==> config.mk <==
export PLATFORM = sky130hd
export DESIGN_NAME = mul_wb_stage_flat
export DESIGN_NICKNAME = d
export VERILOG_FILES = /design/src/rtl/mul_wb_stage_pkg.sv /design/src/rtl/mul_wb_stage_if.sv /design/src/rtl/mul_wb_stage_result_sel.sv /design/src/rtl/mul_wb_stage.sv /design/src/flat_wrapper.sv
export SDC_FILE = /design/constraint.sdc
export NUM_CORES = 1
export LEC_CHECK = 0
export ABC_AREA = 1
export CAP_MARGIN = 20
export CORE_MARGIN = 2
export CORE_UTILIZATION = 35
export CTS_CLUSTER_SIZE = 8
export DETAILED_ROUTE_END_ITERATION = 8
export HOLD_SLACK_MARGIN = 0.02
export PLACE_DENSITY = 0.76
export SYNTH_ARGS = -nofsm -noshare
export SYNTH_HDL_FRONTEND = slang
export SYNTH_HIERARCHICAL = 1
export SYNTH_SLANG_ARGS = --single-unit
==> constraint.sdc <==
create_clock -name clk -period 1.7 [get_ports clk]
set_input_delay 0.255 -clock clk [delete_from_list [all_inputs] [get_ports clk]]
set_output_delay 0.255 -clock clk [all_outputs]
set_load 0.03 [all_outputs]
==> src/rtl/mul_wb_stage_pkg.sv <==
// Shared multiply-writeback types: funct3 encodings and the E->M control bundle.
// Consumed by mul_wb_stage (optional MUL_HAZARD_COUNT_EN feature) and mul_result_sel.
package mdu_pkg;

   localparam logic [2:0] MUL_F3    = 3'b000;
   localparam logic [2:0] MULH_F3   = 3'b001;
   localparam logic [2:0] MULHSU_F3 = 3'b010;
   localparam logic [2:0] MULHU_F3  = 3'b011;

   typedef struct packed {
      logic       mul;
      logic [2:0] funct3;
      logic       w64;
      logic [4:0] rd;
   } mul_ctrl_t;

endpackage

==> src/rtl/mul_wb_stage_if.sv <==
// Pipeline-facing bundle of mul_wb_stage: stage controls, Execute/Decode fields,
// product in, Writeback result and Decode stall out.
interface mul_wb_stage_if #(parameter int XLEN = 64);

   logic                StallM;
   logic                FlushM;
   logic                StallW;
   logic                FlushW;
   logic                MulE;
   logic [2:0]          Funct3E;
   logic                W64E;
   logic [4:0]          RdE;
   logic [4:0]          Rs1D;
   logic [4:0]          Rs2D;
   logic [2*XLEN-1:0]   ProdM;
   logic [XLEN-1:0]     MulResultW;
   logic                MulValidW;
   logic [4:0]          RdW;
   logic                MulHazardD;

   modport master (
      output StallM, FlushM, StallW, FlushW, MulE, Funct3E, W64E, RdE, Rs1D, Rs2D, ProdM,
      input  MulResultW, MulValidW, RdW, MulHazardD
   );

   modport slave (
      input  StallM, FlushM, StallW, FlushW, MulE, Funct3E, W64E, RdE, Rs1D, Rs2D, ProdM,
      output MulResultW, MulValidW, RdW, MulHazardD
   );

endinterface

==> src/rtl/mul_wb_stage_result_sel.sv <==
// Memory-stage result slice: low word, high word, or sign-extended 32-bit word of
// the double-width product. Purely combinational.
module mul_result_sel
   import mdu_pkg::*;
#(
   parameter int XLEN = 64
) (
   input  logic                i_mul,
   input  logic [2:0]          i_funct3,
   input  logic                i_w64,
   input  logic [2*XLEN-1:0]   i_prod,
   output logic [XLEN-1:0]     o_result
);

   logic [XLEN-1:0] w_word_sext;
   logic            w_w64_ok;

   // The W-variant only exists on RV64; on RV32 it collapses to the illegal case.
   generate
      if (XLEN == 64) begin : g_rv64
         assign w_word_sext = {{32{i_prod[31]}}, i_prod[31:0]};
         assign w_w64_ok    = 1'b1;
      end else begin : g_rv32
         assign w_word_sext = '0;
         assign w_w64_ok    = 1'b0;
      end
   endgenerate

   always_comb begin
      o_result = '0;
      if (i_mul && !i_funct3[2]) begin
         if (i_w64) begin
            if (w_w64_ok && i_funct3 == MUL_F3) o_result = w_word_sext;
         end else if (i_funct3 == MUL_F3) begin
            o_result = i_prod[XLEN-1:0];
         end else begin
            o_result = i_prod[2*XLEN-1:XLEN];
         end
      end
   end

endmodule

==> src/rtl/mul_wb_stage.sv <==
// Tracks a multiply from Execute to Writeback, selects the result slice in Memory and
// raises the Decode load-use stall. Define MUL_HAZARD_COUNT_EN for a stall counter.
module mul_wb_stage
   import mdu_pkg::*;
#(
   parameter int XLEN = 64
) (
   input  logic               clk,
   input  logic               reset_n,
   mul_wb_stage_if.slave      bus
`ifdef MUL_HAZARD_COUNT_EN
   ,
   output logic [31:0]        MulHazardCount
`endif
);

   mul_ctrl_t          w_ctrlE;
   mul_ctrl_t          r_ctrlM;
   logic [XLEN-1:0]    w_resultM;
   logic               w_validM;
   logic [XLEN-1:0]    r_resultW;
   logic               r_validW;
   logic [4:0]         r_rdW;
   logic               w_hazardD;

   assign w_ctrlE = '{mul: bus.MulE, funct3: bus.Funct3E, w64: bus.W64E, rd: bus.RdE};

   // flopenrc: a stalled register ignores flush.
   always_ff @(posedge clk) begin
      if (!reset_n)         r_ctrlM <= '0;
      else if (!bus.StallM) r_ctrlM <= bus.FlushM ? '0 : w_ctrlE;
   end

   mul_result_sel #(.XLEN(XLEN)) u_sel (
      .i_mul    (r_ctrlM.mul),
      .i_funct3 (r_ctrlM.funct3),
      .i_w64    (r_ctrlM.w64),
      .i_prod   (bus.ProdM),
      .o_result (w_resultM)
   );

   // Divide encodings share the pipe but are not ours to write back.
   assign w_validM = r_ctrlM.mul & ~r_ctrlM.funct3[2];

   always_ff @(posedge clk) begin
      if (!reset_n) begin
         r_resultW <= '0;
         r_validW  <= 1'b0;
         r_rdW     <= '0;
      end else if (!bus.StallW) begin
         if (bus.FlushW) begin
            r_resultW <= '0;
            r_validW  <= 1'b0;
            r_rdW     <= '0;
         end else begin
            r_resultW <= w_resultM;
            r_validW  <= w_validM;
            r_rdW     <= r_ctrlM.rd;
         end
      end
   end

   assign bus.MulResultW = r_resultW;
   assign bus.MulValidW  = r_validW;
   assign bus.RdW        = r_rdW;

   // One bubble suffices: a mul already in M is forwarded from W to the consumer.
   assign w_hazardD = bus.MulE & (bus.RdE != 5'd0) &
                      ((bus.RdE == bus.Rs1D) | (bus.RdE == bus.Rs2D));
   assign bus.MulHazardD = w_hazardD;

`ifdef MUL_HAZARD_COUNT_EN
   logic [31:0] r_hazard_cnt;

   always_ff @(posedge clk) begin
      if (!reset_n)
         r_hazard_cnt <= '0;
      else if (w_hazardD && !bus.StallM && r_hazard_cnt != 32'hFFFF_FFFF)
         r_hazard_cnt <= r_hazard_cnt + 32'd1;
   end

   assign MulHazardCount = r_hazard_cnt;
`endif

   a_w64_legal: assert property (@(posedge clk) disable iff (!reset_n)
      !(r_ctrlM.mul && r_ctrlM.w64 && !r_ctrlM.funct3[2] && r_ctrlM.funct3 != MUL_F3));

endmodule

==> src/flat_wrapper.sv <==
// flat-port wrapper written by rule: the top's interface ports become plain ports
module mul_wb_stage_flat import mdu_pkg::*;
#(
   parameter int XLEN = 64
)
  (clk, reset_n, bus_StallM, bus_FlushM, bus_StallW, bus_FlushW, bus_MulE, bus_Funct3E, bus_W64E, bus_RdE, bus_Rs1D, bus_Rs2D, bus_ProdM, bus_MulResultW, bus_MulValidW, bus_RdW, bus_MulHazardD);
  mul_wb_stage_if #(.XLEN(XLEN)) bus_i ();
  input  logic clk;
  input  logic reset_n;
  input wire logic [$bits(bus_i.StallM)-1:0] bus_StallM;
  input wire logic [$bits(bus_i.FlushM)-1:0] bus_FlushM;
  input wire logic [$bits(bus_i.StallW)-1:0] bus_StallW;
  input wire logic [$bits(bus_i.FlushW)-1:0] bus_FlushW;
  input wire logic [$bits(bus_i.MulE)-1:0] bus_MulE;
  input wire logic [$bits(bus_i.Funct3E)-1:0] bus_Funct3E;
  input wire logic [$bits(bus_i.W64E)-1:0] bus_W64E;
  input wire logic [$bits(bus_i.RdE)-1:0] bus_RdE;
  input wire logic [$bits(bus_i.Rs1D)-1:0] bus_Rs1D;
  input wire logic [$bits(bus_i.Rs2D)-1:0] bus_Rs2D;
  input wire logic [$bits(bus_i.ProdM)-1:0] bus_ProdM;
  output wire logic [$bits(bus_i.MulResultW)-1:0] bus_MulResultW;
  output wire logic [$bits(bus_i.MulValidW)-1:0] bus_MulValidW;
  output wire logic [$bits(bus_i.RdW)-1:0] bus_RdW;
  output wire logic [$bits(bus_i.MulHazardD)-1:0] bus_MulHazardD;
  assign bus_i.StallM = bus_StallM;
  assign bus_i.FlushM = bus_FlushM;
  assign bus_i.StallW = bus_StallW;
  assign bus_i.FlushW = bus_FlushW;
  assign bus_i.MulE = bus_MulE;
  assign bus_i.Funct3E = bus_Funct3E;
  assign bus_i.W64E = bus_W64E;
  assign bus_i.RdE = bus_RdE;
  assign bus_i.Rs1D = bus_Rs1D;
  assign bus_i.Rs2D = bus_Rs2D;
  assign bus_i.ProdM = bus_ProdM;
  assign bus_MulResultW = bus_i.MulResultW;
  assign bus_MulValidW = bus_i.MulValidW;
  assign bus_RdW = bus_i.RdW;
  assign bus_MulHazardD = bus_i.MulHazardD;
  mul_wb_stage #(.XLEN(XLEN)) u_core (.clk(clk), .reset_n(reset_n), .bus(bus_i));
endmodule
==> results of run 1 <==
==> registers in the layout, summed over array words and instances, names as in the netlist <==
signal                 count
u_core/bus.MulResultW     64
u_core/bus.MulValidW       1
u_core/bus.RdW             5
u_core/r_ctrlM            10
==> cell type report <==
class                           instances  area (um2)
Sequential cell                        80        1602
Inverter                               48       180.2
Clock buffer                           14       274.0
Multi-Input combinational cell        537        2332
Clock inverter                          2       60.06
Timing Repair Buffer                  243        2536
Tap cell                              172       215.2
Fill cell                            1256        5369
==> where the power goes <==
part	internal, uW	switching [uW]	total (uW)	leakage, uW
Clock	1410	737	2150	0.000163
Combinational	526	450	976	0.00209
Sequential	1900	12.2	1910	0.000646
==> cell families (layout without fill, tap and decap cells) <==
kind of cell    after synthesis  count (layout)
xor+xnor                      3               3
flops                        80              80
compound gates              177             177
buf+inv                     104             307
simple gates                357             357
==> cells in the final DEF (no fill, tap or decap) <==
master             n
clkdlybuf4s50_1  214
nand2_1          213
a21oi_1          143
nor2_1           104
dfxtp_1           80
inv_1             44
nand3_1           37
o21ai_0           32
buf_12            12
clkbuf_16          9
buf_4              7
dlygate4sd2_1      4
dlymetal6s2s_1     4
inv_2              4
clkbuf_8           3
clkbuf_1           2
bufinv_16          2
xnor2_1            2
buf_2              1
buf_6              1
xor2_1             1
a21oi_2            1
nor2_8             1
nand3b_1           1
nor2_4             1
a21boi_0           1
==> stage by stage <==
stage	total power (uW)	worst slack (ns)	cell area (um2)	util
after floorplan	2444	0.3937	4493	-
after global placement	2924	0.006659	6853	0.5452
after detailed placement	2928	-0.03428	6853	0.5452
after CTS	5083	0.009820	7182	0.5714
after global routing	5263	0.0003334	7199	0.5728
final	5030	0.05886	7199	0.5728
==> layer usage <==
| metal | vias to the layer above | GRT usage | part of all wire |
|---|---|---|---|
| met4 | 0 | 0.08660 | 0.030 |
| li1 | 2687 | - | - |
| met2 | 165 | 0.3315 | 0.47 |
| met5 | - | 0 | 0 |
| met3 | 29 | 0.04183 | 0.063 |
| met1 | 2235 | 0.2522 | 0.44 |
==> worst reg2reg max path, stage by stage, from the launching register on <==
cell and delay [ns]:
dfxtp_1 0.41, nor2_4 0.06, nand2_1 0.13, buf_4 0.26, o21ai_0 0.11, nor2_1 0.17
nand2_1 0.10, a21oi_1 0.13
==> final timing paths <==
check,slack (ns),end,startpoint,cells past startpoint
min,0.36,u_core/bus.MulResultW[24],bus_StallW,4
max reg2reg,0.26,u_core/bus.MulResultW[17],u_core/r_ctrlM[8],7
min reg2reg,0.46,u_core/r_ctrlM[4],u_core/r_ctrlM[4],2
max,0.06,bus_MulResultW[32],u_core/bus.MulResultW[32],1
==> repair_timing <==
action	in CTS	in global routing
pin swaps	1	4
setup endpoints to repair	1	1
buffers inserted	0	0
resized for setup	4	6
==> run summary, run 1 <==
outcome: complete, no violations
Max Cap Viol: 0
Port Buffer Count: 224
I/O pins: 225
Crit Path Max Fanout: 2
worst relative slew slack: 0.7492
drt wl/cell: 12.92 um
Hold Fails Final Rpt: 0
Rows: 41
xor and xnor fraction of the mapped netlist area: 0.005848
Final ANT Viol Nets: 0
first-pass GRT wire length: 22960 um
CTS max path bufs: 2
Syn Std Cell Area: 4493 um2
routed wire length: 14160 um
cell family with most CP delay: buffers and inverters
diodes inserted: 0
Synth Area in Adders: 0
actual slew at the worst max-slew pin: 0.3750 ns
largest family of logic cells by synthesized area: simple AND/OR/NAND/NOR gates
Hold WC Path Type: input port to flip-flop
FFs w/ async S/R, synth: 0
Pleak: 0.002903 uW
worst-path cell chain: clkdlybuf4s50_1
Critical Path Sink Type: output pin
Final Max Tran Viols: 0
vias in the first global route: 4709
CP max stage cell: clkdlybuf4s50_1
power per cell area: 698.7 nW/um2
required time of the critical path: 1.44 ns
crit path buf inv count: 1
CTS hold repair buffers: 0
Synth Instances: 721
Compound-Gate Fraction of Synth Area: 0.1977
CP Class: flip-flop to output pin
antenna violations before repair: 0
initial core utilization: 0.3575
drt first pass iters: 4
#FFs+latches synth: 80
H-tree depth: 3
post-layout min period: 1.641 ns
CTS tree: done
average size of a mapped cell: 6.232 um2
nets@finish: 1073
non-filler instance count after layout: 1096
Synth area leader: dfxtp_1
setup TNS: 0 ns
die area: 13760 um2
most common cell in the netlist: nand2_1
multiplexer share of the synthesized area: 0
Final setup viols: 0
post-DR vias/cell: 4.668
Synth Flop Type: dfxtp_1
area share of and/or/nand/nor cells after synthesis: 0.3136
unrepaired setup endpoints after global routing: false
post-synth top area share: 0.3564
post-synthesis sequential area ratio: 0.3564
Vias: 5116
remaining global-route overflow: 0
Root Buffer: clkbuf_16
Detail Placement HPWL: 9825 um
CP Launch Type: flip-flop
crit-path max cell delay: 0.71 ns
Die Wd: 117.3 um
Synth area leaders: dfxtp_1 36%, nand2_1 18%, a21oi_1 16%
Die Span Y: 117.3 um
# placed instances: 1080
VDD IR-drop max: 0.0003794 V
largest net degree at the start of global routing: 71
crit path DAT: 1.39 ns
post-synth cell types: 21
synth warn: 6
clock slew at reported path FFs: 0.06 ns
gr usage total: 0.2003
Min Hold Slack: 0.3600 ns
clock sink total: 80
core area: 12570 um2
most instantiated cells after synthesis: 213 x nand2_1, 144 x a21oi_1, 104 x nor2_1, 80 x dfxtp_1, 45 x inv_1
GPL Wtd Cong: 0.8168
maximum clock rate: 609.3 MHz
EDFF count, synth: 0
period utilization: 0.9654
area grow syn2layout: 60.23%
layout cell share with drive strength beyond 1: 0.04545
initial DRC count: 289
Inserted Clock Buffers: 9
Post-Syn Nets: 875
drt drc: 0
clk_lat worst skew: 0.33 ns
Max Clock Skew: 0.006593 ns
Power figures use the tool's default switching activity.
==> run 2, diff against run 1 <==
--- a/config.mk
+++ b/config.mk
@@ -7,12 +7,14 @@
 export LEC_CHECK = 0
 export ABC_AREA = 1
 export CAP_MARGIN = 20
+export CELL_PAD_IN_SITES_DETAIL_PLACEMENT = 1
+export CELL_PAD_IN_SITES_GLOBAL_PLACEMENT = 1
 export CORE_MARGIN = 2
-export CORE_UTILIZATION = 35
+export CORE_UTILIZATION = 29
 export CTS_CLUSTER_SIZE = 8
 export DETAILED_ROUTE_END_ITERATION = 8
 export HOLD_SLACK_MARGIN = 0.02
-export PLACE_DENSITY = 0.76
+export PLACE_DENSITY = 0.92
 export SYNTH_ARGS = -nofsm -noshare
 export SYNTH_HDL_FRONTEND = slang
 export SYNTH_HIERARCHICAL = 1
==> constraint.sdc (replaced) <==
create_clock -name clk -period 2.1 [get_ports clk]
set_input_delay 0.315 -clock clk [delete_from_list [all_inputs] [get_ports clk]]
set_output_delay 0.315 -clock clk [all_outputs]
set_load 0.03 [all_outputs]
==> run summary, run 2 (synthesis results as in run 1) <==
initial DRC count: 224 (was 289)
required time of the critical path: 1.78 ns (was 1.44 ns)
Vias: 5303 (was 5116)
Top Layer Used: met4 (unchanged)
diodes inserted: 0 (unchanged)
gr usage total: 0.2011 (was 0.2003)
initial core utilization: 0.2967 (was 0.3575)
routed wl met2: 8476 um (was 6640 um)
largest net degree at the start of global routing: 81 (was 71)
Critical Path Sink Type: output pin (unchanged)
Max Clock Skew: 0.008613 ns (was 0.006593 ns)
core area: 15150 um2 (was 12570 um2)
GPL Wtd Cong: 0.7973 (was 0.8168)
VDD IR-drop max: 0.0004410 V (was 0.0003794 V)
Rows: 45 (was 41)
Detail Placement HPWL: 11900 um (was 9825 um)
post-DR vias/cell: 4.795 (was 4.668)
period utilization: 0.8943
setup TNS: 0 ns (unchanged)
power per cell area: 572.4 nW/um2 (was 698.7 nW/um2)
post-layout min period: 1.878 ns
most frequent cells in the layout: 222 x clkdlybuf4s50_1, 213 x nand2_1, 144 x a21oi_1 (was 214 x clkdlybuf4s50_1, 213 x nand2_1, 143 x a21oi_1)
CTS tree: done (unchanged)
Crit Path Max Fanout: 4 (was 2)
maximum clock rate: 532.5 MHz
CP Class: input port to output pin (was flip-flop to output pin)
vias in the first global route: 5437 (was 4709)
drt drc: 0 (unchanged)
clk_lat worst skew: 0.34 ns (was 0.33 ns)
total power: 4023 uW (was 5030 uW)
Setup Buffers After CTS: 0 (unchanged)
H-tree depth: 3 (unchanged)
Inserted Clock Buffers: 9 (unchanged)
Pleak: 0.002769 uW (was 0.002903 uW)
drt first pass iters: 4 (unchanged)
Worst R2R Setup Slack: 0.38 ns (was 0.26 ns)
clock slew at reported path FFs: 0.06 ns (about the same)
CTS hold repair buffers: 0 (unchanged)
outcome: complete, no violations (unchanged)
Metal-1 WL: 7097 um (was 6202 um)
actual slew at the worst max-slew pin: 0.6528 ns (was 0.3750 ns)
die area: 16500 um2 (was 13760 um2)
Die Span Y: 128.5 um (was 117.3 um)
first-pass GRT wire length: 26650 um (was 22960 um)
Post-CTS Resized: 0 (was 4)
Die Wd: 128.5 um (was 117.3 um)
Root Buffer: clkbuf_16 (unchanged)
Hold Fails Final Rpt: 0 (unchanged)
Hold WC Path Type: input port to flip-flop (unchanged)
Final Max Tran Viols: 0 (unchanged)
layout cell share with drive strength beyond 1: 0.04031 (was 0.04545)
crit path DAT: 1.56 ns (was 1.39 ns)
non-filler instance count after layout: 1106 (was 1096)
DR WL met3: 902 um (was 885 um)
I/O pins: 225 (unchanged)
Final ANT Viol Nets: 0 (unchanged)
remaining global-route overflow: 0 (unchanged)
area grow syn2layout: 56.42% (was 60.23%)
worst relative slew slack: 0.5632 (was 0.7492)
CTS max path bufs: 2 (unchanged)
CP Launch Type: input port (was flip-flop)
routed wire length: 16910 um (was 14160 um)
commonest non-fill, non-tap cell in the layout: clkdlybuf4s50_1 (unchanged)
clock sink total: 80 (unchanged)
number of flip-flops in the largest register: 64 (unchanged)
drt wl/cell: 15.29 um (was 12.92 um)
Final setup viols: 0 (unchanged)
nets@finish: 1067 (was 1073)
unrepaired setup endpoints after global routing: false (unchanged)
Max Cap Viol: 0 (unchanged)
Port Buffer Count: 224 (unchanged)
antenna violations before repair: 0 (unchanged)
# placed instances: 1090 (was 1080)
[run 2: changes by cell type in the layout (fill, tap and decap cells not counted), moves of 2 or more]
cell             delta
buf_4               +5
clkdlybuf4s50_1     +8
clkinvlp_4          +2
dlygate4sd2_1       -4
dlymetal6s2s_1      -4
clkbuf_8            -2
buf_12             -10
[run 2: critical path, stage by stage]
cell and delay [ns]:
clkdlybuf4s50_1 0.53, inv_1 0.09, nand2_1 0.06, nand2_1 0.05, nor2_1 0.11, nand3_1 0.09
a21oi_1 0.15, buf_4 0.17
[run 2: path summary, 6_finish.rpt]
| path | startpoint | to | cells past startpoint |
|---|---|---|---|
| setup reg to reg | u_core/r_ctrlM[8] | u_core/bus.MulResultW[61] | 8 |
| setup / recovery | bus_RdE[3] | bus_MulHazardD | 8 |
| hold reg to reg | u_core/r_ctrlM[4] | u_core/r_ctrlM[4] | 2 |
| hold / removal | bus_StallW | u_core/bus.MulResultW[31] | 3 |
[run 2: cell type report]
cell class,instances,area [um2]
Inverter,48,180.2
Sequential cell,80,1602
Tap cell,188,235.2
Clock inverter,5,80.08
Multi-Input combinational cell,537,2331
Clock buffer,11,242.7
Fill cell,1958,8118
Timing Repair Buffer,237,2357
[run 2: power by group]
part	internal (uW)	switching, uW
Clock	1070	631
Sequential	1530	10.5
Combinational	394	380
Total	3000	1020
[run 2: per-stage QoR]
stage,hold slack (ns),setup WS (ns),utilization,cell area [um2]
floorplan,0.4364,0.6737,-,4493
global placement,0.4457,0.2395,0.4427,6705
detailed placement,0.4560,0.2002,0.4427,6705
CTS,0.3085,0.1955,0.4640,7028
global route,0.3200,0.1216,0.4640,7028
finish,0.3159,0.2220,0.4640,7028
[run 2: per-layer routing]
| layer | track usage | vias to the layer above |
|---|---|---|
| li1 | - | 2676 |
| met1 | 0.2289 | 2470 |
| met2 | 0.3642 | 132 |
| met3 | 0.04740 | 25 |
| met4 | 0.07628 | 0 |
| met5 | 0 | - |
